[config.mk]
export PLATFORM = sky130hd
export DESIGN_NAME = fir_coef_writer_flat
export DESIGN_NICKNAME = d
export VERILOG_FILES = /design/src/rtl/fir_coef_writer_if.sv /design/src/rtl/fir_coef_writer.sv /design/src/flat_wrapper.sv
export SDC_FILE = /design/constraint.sdc
export NUM_CORES = 1
export LEC_CHECK = 0
export CAP_MARGIN = 5
export CORE_UTILIZATION = 49
export CTS_BUF_LIST = sky130_fd_sc_hd__clkbuf_2
export CTS_CLUSTER_SIZE = 28
export DETAILED_ROUTE_END_ITERATION = 8
export PLACE_DENSITY = 0.85
export SLEW_MARGIN = 20
export SYNTH_ARGS = -nofsm -noshare
export SYNTH_HDL_FRONTEND = slang
export SYNTH_SLANG_ARGS = --single-unit
export TNS_END_PERCENT = 1
[constraint.sdc]
create_clock -name clk -period 1.7 [get_ports clk]
set_input_delay 0.17 -clock clk [delete_from_list [all_inputs] [get_ports clk]]
set_output_delay 0.17 -clock clk [all_outputs]
set_load 0.02 [all_outputs]
[src/rtl/fir_coef_writer_if.sv]
// Byte-stream input and coefficient-bank write bus of the FIR coefficient loader.
interface fir_coef_writer_if;
  logic [7:0]  byte_in;
  logic        byte_valid;
  logic        byte_ready;
  logic        coef_we;
  logic [3:0]  coef_addr;
  logic [31:0] coef_data;
  logic        commit;
  logic        busy;
  logic        err;

  modport master (
    output byte_in, byte_valid,
    input  byte_ready, coef_we, coef_addr, coef_data, commit, busy, err
  );

  modport slave (
    input  byte_in, byte_valid,
    output byte_ready, coef_we, coef_addr, coef_data, commit, busy, err
  );
endinterface

[src/rtl/fir_coef_writer.sv]
// Parses SYNC-framed coefficient bytes, writes each 32-bit tap to the shadow bank and
// commits the bank only when the frame's XOR checksum matches.
module fir_coef_writer #(
  parameter int unsigned NTAPS = 16,
  parameter logic [7:0]  SYNC  = 8'hA5
) (
  input logic              clk,
  input logic              rst_n,
  fir_coef_writer_if.slave bus
);

  localparam logic [5:0] LastByte = 6'(4 * NTAPS - 1);

  typedef enum logic [1:0] {StIdle, StData, StCheck, StDone} state_e;

  state_e      state_q, state_d;
  logic [5:0]  cnt_q, cnt_d;
  logic [7:0]  xor_q, xor_d;
  logic [23:0] asm_q, asm_d;
  logic        match_q, match_d;
  logic        ready_q, ready_d;
  logic        busy_q, busy_d;
  logic        we_q, we_d;
  logic [3:0]  addr_q, addr_d;
  logic [31:0] data_q, data_d;
  logic        commit_q, commit_d;
  logic        err_q, err_d;
  logic        accept;

  assign accept = bus.byte_valid & ready_q;

  always_comb begin
    state_d  = state_q;
    cnt_d    = cnt_q;
    xor_d    = xor_q;
    asm_d    = asm_q;
    match_d  = match_q;
    we_d     = 1'b0;
    addr_d   = addr_q;
    data_d   = data_q;
    commit_d = 1'b0;
    err_d    = err_q;
    case (state_q)
      StIdle: begin
        if (accept && bus.byte_in == SYNC) begin
          state_d = StData;
          cnt_d   = '0;
          xor_d   = '0;
          err_d   = 1'b0;
        end
      end
      StData: begin
        if (accept) begin
          // LSB arrives first, so new bytes enter at the top of the assembler.
          asm_d = {bus.byte_in, asm_q[23:8]};
          xor_d = xor_q ^ bus.byte_in;
          cnt_d = cnt_q + 6'd1;
          if (cnt_q[1:0] == 2'd3) begin
            we_d   = 1'b1;
            addr_d = cnt_q[5:2];
            data_d = {bus.byte_in, asm_q};
          end
          if (cnt_q == LastByte) begin
            state_d = StCheck;
          end
        end
      end
      StCheck: begin
        if (accept) begin
          match_d = (bus.byte_in == xor_q);
          state_d = StDone;
        end
      end
      StDone: begin
        // Verdict is registered out of DONE so commit trails the last tap write by two cycles.
        state_d  = StIdle;
        commit_d = match_q;
        err_d    = err_q | ~match_q;
      end
      default: state_d = StIdle;
    endcase
    ready_d = (state_d != StDone);
    busy_d  = (state_d != StIdle);
  end

  always_ff @(posedge clk or negedge rst_n) begin
    if (!rst_n) begin
      state_q  <= StIdle;
      cnt_q    <= '0;
      xor_q    <= '0;
      asm_q    <= '0;
      match_q  <= 1'b0;
      ready_q  <= 1'b0;
      busy_q   <= 1'b0;
      we_q     <= 1'b0;
      addr_q   <= '0;
      data_q   <= '0;
      commit_q <= 1'b0;
      err_q    <= 1'b0;
    end else begin
      state_q  <= state_d;
      cnt_q    <= cnt_d;
      xor_q    <= xor_d;
      asm_q    <= asm_d;
      match_q  <= match_d;
      ready_q  <= ready_d;
      busy_q   <= busy_d;
      we_q     <= we_d;
      addr_q   <= addr_d;
      data_q   <= data_d;
      commit_q <= commit_d;
      err_q    <= err_d;
    end
  end

  assign bus.byte_ready = ready_q;
  assign bus.coef_we    = we_q;
  assign bus.coef_addr  = addr_q;
  assign bus.coef_data  = data_q;
  assign bus.commit     = commit_q;
  assign bus.busy       = busy_q;
  assign bus.err        = err_q;

endmodule
[src/flat_wrapper.sv]
// flat-port wrapper written by rule: the top's interface ports become plain ports
module fir_coef_writer_flat 
#(
  parameter int unsigned NTAPS = 16,
  parameter logic [7:0]  SYNC  = 8'hA5
)
  (clk, rst_n, bus_byte_in, bus_byte_valid, bus_byte_ready, bus_coef_we, bus_coef_addr, bus_coef_data, bus_commit, bus_busy, bus_err);
  fir_coef_writer_if bus_i ();
  input logic clk;
  input logic rst_n;
  input wire logic [$bits(bus_i.byte_in)-1:0] bus_byte_in;
  input wire logic [$bits(bus_i.byte_valid)-1:0] bus_byte_valid;
  output wire logic [$bits(bus_i.byte_ready)-1:0] bus_byte_ready;
  output wire logic [$bits(bus_i.coef_we)-1:0] bus_coef_we;
  output wire logic [$bits(bus_i.coef_addr)-1:0] bus_coef_addr;
  output wire logic [$bits(bus_i.coef_data)-1:0] bus_coef_data;
  output wire logic [$bits(bus_i.commit)-1:0] bus_commit;
  output wire logic [$bits(bus_i.busy)-1:0] bus_busy;
  output wire logic [$bits(bus_i.err)-1:0] bus_err;
  assign bus_i.byte_in = bus_byte_in;
  assign bus_i.byte_valid = bus_byte_valid;
  assign bus_byte_ready = bus_i.byte_ready;
  assign bus_coef_we = bus_i.coef_we;
  assign bus_coef_addr = bus_i.coef_addr;
  assign bus_coef_data = bus_i.coef_data;
  assign bus_commit = bus_i.commit;
  assign bus_busy = bus_i.busy;
  assign bus_err = bus_i.err;
  fir_coef_writer #(.NTAPS(NTAPS), .SYNC(SYNC)) u_core (.clk(clk), .rst_n(rst_n), .bus(bus_i));
endmodule
==> results summary <==
The run finished, with violations left. The final reports fail on design-rule violations. The minimum period implied by the final worst setup slack came out at 1.57 ns. The worst-case headroom to the max-slew limit is 69.6%. The final instance area is 4180 um2. Leaving out fill and tap cells, the most frequent cell in the layout is sky130_fd_sc_hd__nand2_1. The global-route usage over all layers is around a fifth.

A synthesized cell averages 11.4 um2. Summing every instance area after synthesis gives 3310 um2. The post-place setup slack came out at -0.104 ns. The full die area is 7100 um2. The number of buffers created by CTS came out at 9. The final non-filler cell total came out at between 400 and 500. Relative to the synthesized area, the layout overhead comes to 26.1%.

The largest total area in the synthesized netlist belongs to sky130_fd_sc_hd__dfrtp_1. The end of the worst register-to-register path is u_core.xor_q[6]$_DFFE_PN0P_. The routed via count divided by cell count came out at 5.28. The total wire length is 6560 um. The H-tree depth reported by CTS came out at 3.

The final weighted congestion in routability-driven placement is about 0.83. The vertical die dimension is between 80 and 90 um. The total negative slack for setup checks came out at 0 ns. The worst register-to-register path begins at u_core.state_q[1]$_DFF_PN0_. The number of routed nets with antenna violations is 0. The initial cell density of the core is 51.6%.

The floorplan has 29 rows. The count of different cell masters after synthesis came out at 31. The final-layout worst hold slack came out at 0.0561 ns. The number of cells on the worst reg-to-reg path is 5. The final count of hold timing violations was 0.

The number of setup violations in the final report is 0. The highest clock frequency the design can meet came out at roughly 0.64 GHz. The critical path startpoint category is a flop.

The core box area is 6420 um2. Sorting the synthesized cells by area gives the leading types as sky130_fd_sc_hd__dfrtp_1, sky130_fd_sc_hd__nand2_1, sky130_fd_sc_hd__mux2_2. The slack of the worst reg-to-reg path came out at 0.13 ns. The clock-pin slew reported for the worst setup and hold paths after clock tree synthesis is between 0.2 and 0.25 ns.

The initial antenna violation count came out at 0. The path class of the tightest hold or removal check is input pin to asynchronous set/reset pin. Setup repair after global routing left no endpoint under its margin. The total cell area at the placement stage came out at 4050 um2.

The layout has 506 filler cells. The total count of max-transition violations in the final report is 0. The largest net degree at the start of global routing came out at 52. The arrival time at the worst endpoint came out at 2.06 ns. Among all stages on the critical path, the largest delay is contributed by sky130_fd_sc_hd__dfrtp_1.

The antenna diode count came out at 0. The first TritonRoute pass finished after 7 iterations. The clock latency on the worst-skew pair is 0.54 ns. The pin slew with the least headroom to its limit is 0.445 ns.

The gate count after technology mapping came out at 292. The kind of capture point of the worst setup path is a flop. The number of clock sinks seen by CTS is a little over 80. The power per cell area came out at about 1500 nW/um2. The post-route clock period utilization came out at 92.1%. The number of violations reported at the end of detailed-routing iteration 0 came out at 159. After detailed routing, the number of remaining DRC violations is 6. The clock arrives with 0.0167 ns of skew. The wire length of the first global-routing pass came out at 11200 um. The count of port buffers added during placement came out at 51.

The number of nets in the layout is 376. The proportion of layout cells with a drive suffix above 1 is 17.4%. Counting tap cells, the placed design contains a total of 429 instances.

The post-CTS setup repair buffer count came out at 0. The static leakage came out at 2.31 nW. In this run the clock root is driven by a sky130_fd_sc_hd__clkbuf_2. Synthesis produced a netlist with a net count of 304. The proportion of netlist area held by the largest area contributor is between 60% and 70%. The signal on the critical path passes through and4b_1, buf_4, a31oi_4, o21ai_0, nand2_1. The worst vdd rail ir drop is 711 uV. Max-cap violations in this run came to 0. The maximum fanout along the worst path came out at 10. The multi-input gate area in the final layout came out at 1180 um2.

Synthesis inferred 82 register bits. The sequential cell area in the final layout is 2050 um2. The HPWL reported at the end of detailed placement came out at 4580 um. During synthesis, Yosys emitted a total of 0 warnings. The I/O pin total is 52. TritonCTS built the clock tree. For the worst setup path, the data required time is 2.19 ns. The top cell types in the final layout, fill and taps aside, are sky130_fd_sc_hd__nand2_1, sky130_fd_sc_hd__dfrtp_1, sky130_fd_sc_hd__dlygate4sd2_1. By startpoint and endpoint, the worst setup path is classified as flop to flop. The total overflow reported by the global router is 0. The final worst slack is 0.135 ns. The part of the Yosys area used for sequential elements is 61.9%. The maximum clock insertion buffer count is 2.

The routed via count is 2351. The die is roughly 84 um wide. After detailed routing, the average wire length per cell comes to 14.7 um. The via count of the first global-routing pass is about 2400. The delay of the slowest critical-path stage came out at 0.55 ns.
## stage by stage
| step | power (mW) | util, % |
|---|---|---|
| 6_report | 6.11 | 65.1 |
| 5_1_grt | 6.51 | 65.1 |
| 4_1_cts | 6.15 | 64.6 |
| 3_5_place_dp | 5.20 | 63.0 |
| 3_3_place_gp | 5.10 | 63.0 |
| 2_1_floorplan | 4.21 | - |
## synthesized netlist by cell type
master                       n
sky130_fd_sc_hd__ha_1        1
sky130_fd_sc_hd__mux2_1     11
sky130_fd_sc_hd__a31oi_1     2
sky130_fd_sc_hd__clkbuf_2    1
sky130_fd_sc_hd__nand2b_1    1
sky130_fd_sc_hd__and3_1      2
sky130_fd_sc_hd__nand2_4     1
sky130_fd_sc_hd__a31oi_2     1
sky130_fd_sc_hd__nand2_1    90
sky130_fd_sc_hd__and4_1      1
sky130_fd_sc_hd__o21ai_0    17
sky130_fd_sc_hd__nand4_1     4
sky130_fd_sc_hd__and3_2      1
sky130_fd_sc_hd__nor4bb_1    1
sky130_fd_sc_hd__xor2_1      4
sky130_fd_sc_hd__mux2_2     22
sky130_fd_sc_hd__nand4b_1    2
sky130_fd_sc_hd__inv_1       6
sky130_fd_sc_hd__nand3b_1    1
sky130_fd_sc_hd__dfrtp_1    82
sky130_fd_sc_hd__and4b_1     2
sky130_fd_sc_hd__clkbuf_1    6
sky130_fd_sc_hd__nor2_1      8
sky130_fd_sc_hd__nor4_1      1
sky130_fd_sc_hd__a2111oi_0   3
sky130_fd_sc_hd__nor2b_1    13
sky130_fd_sc_hd__nor4b_1     1
sky130_fd_sc_hd__buf_6       4
sky130_fd_sc_hd__buf_2       1
sky130_fd_sc_hd__buf_4       1
sky130_fd_sc_hd__a22o_1      1
## worst max path at each step
stage | endpoint | from
final | u_core.xor_q[6]$_DFFE_PN0P_ | u_core.state_q[1]$_DFF_PN0_
after global routing | u_core.xor_q[1]$_DFFE_PN0P_ | u_core.state_q[1]$_DFF_PN0_
after CTS | bus_coef_data[9] | u_core.bus.coef_data[9]$_DFFE_PN0P_
after detailed placement | u_core.xor_q[1]$_DFFE_PN0P_ | bus_byte_in[7]
after global placement | u_core.xor_q[1]$_DFFE_PN0P_ | bus_byte_in[7]
after floorplan | u_core.bus.coef_data[27]$_DFFE_PN0P_ | u_core.bus.byte_ready$_DFF_PN0_
## critical path: cells and delay by family, from the launching register on
family	cells	cell delay (ns)
AOI/OAI and AO/OA	2	0.43
and+or+nand+nor	2	0.36
DFF	1	0.55
buffers and inverters	1	0.18
## kinds of logic after synthesis
group,Yosys count,synth area share [%]
XOR/XNOR,4,1.06
buffers and inverters,19,3.25
adder cells (fa/ha/maj),1,0.377
flip-flops,82,61.9
multiplexers,33,11.2
AND/OR/NAND/NOR,129,17.8
AO/OA/AOI/OAI,24,4.38
## flip-flops by register name, indices dropped and copies added (netlist names), 2 cells and up
signal                count
u_core.asm_q             24
u_core.bus.coef_addr      4
u_core.bus.coef_data     32
u_core.cnt_q              6
u_core.state_q            2
u_core.xor_q              8
## layer usage
metal	routed length (um)	track usage [%]	share of wire, %	vias to the layer above
met5	0	0	0	-
li1	-	-	-	1124
met3	245	3.54	3.7	16
met1	2960	25.9	45	1153
met4	145	12.2	2.2	0
met2	3210	33.7	49	58
## area by class of cell
type                            count  area share [%]
Inverter                            6           0.539
Tap cell                           77            2.31
Clock buffer                        9            1.08
Multi-Input combinational cell    191            28.2
Sequential cell                    82            49.1
Clock inverter                      6            2.19
Timing Repair Buffer               74            16.6
## report_power, final
group / total (mW) / internal (mW) / switching (mW)
logic: 1.90 / 0.840 / 1.06
registers: 3.06 / 2.61 / 0.450
clock network: 1.16 / 0.487 / 0.669
## timing repair
| item | CTS | global route |
|---|---|---|
| gates resized for setup | 38 | 6 |
| hold endpoints to repair | 82 | 0 |
| hold buffers | 1 | 0 |
| setup endpoints to repair | 38 | 12 |
Note: power is estimated with default switching activity, not from simulation.
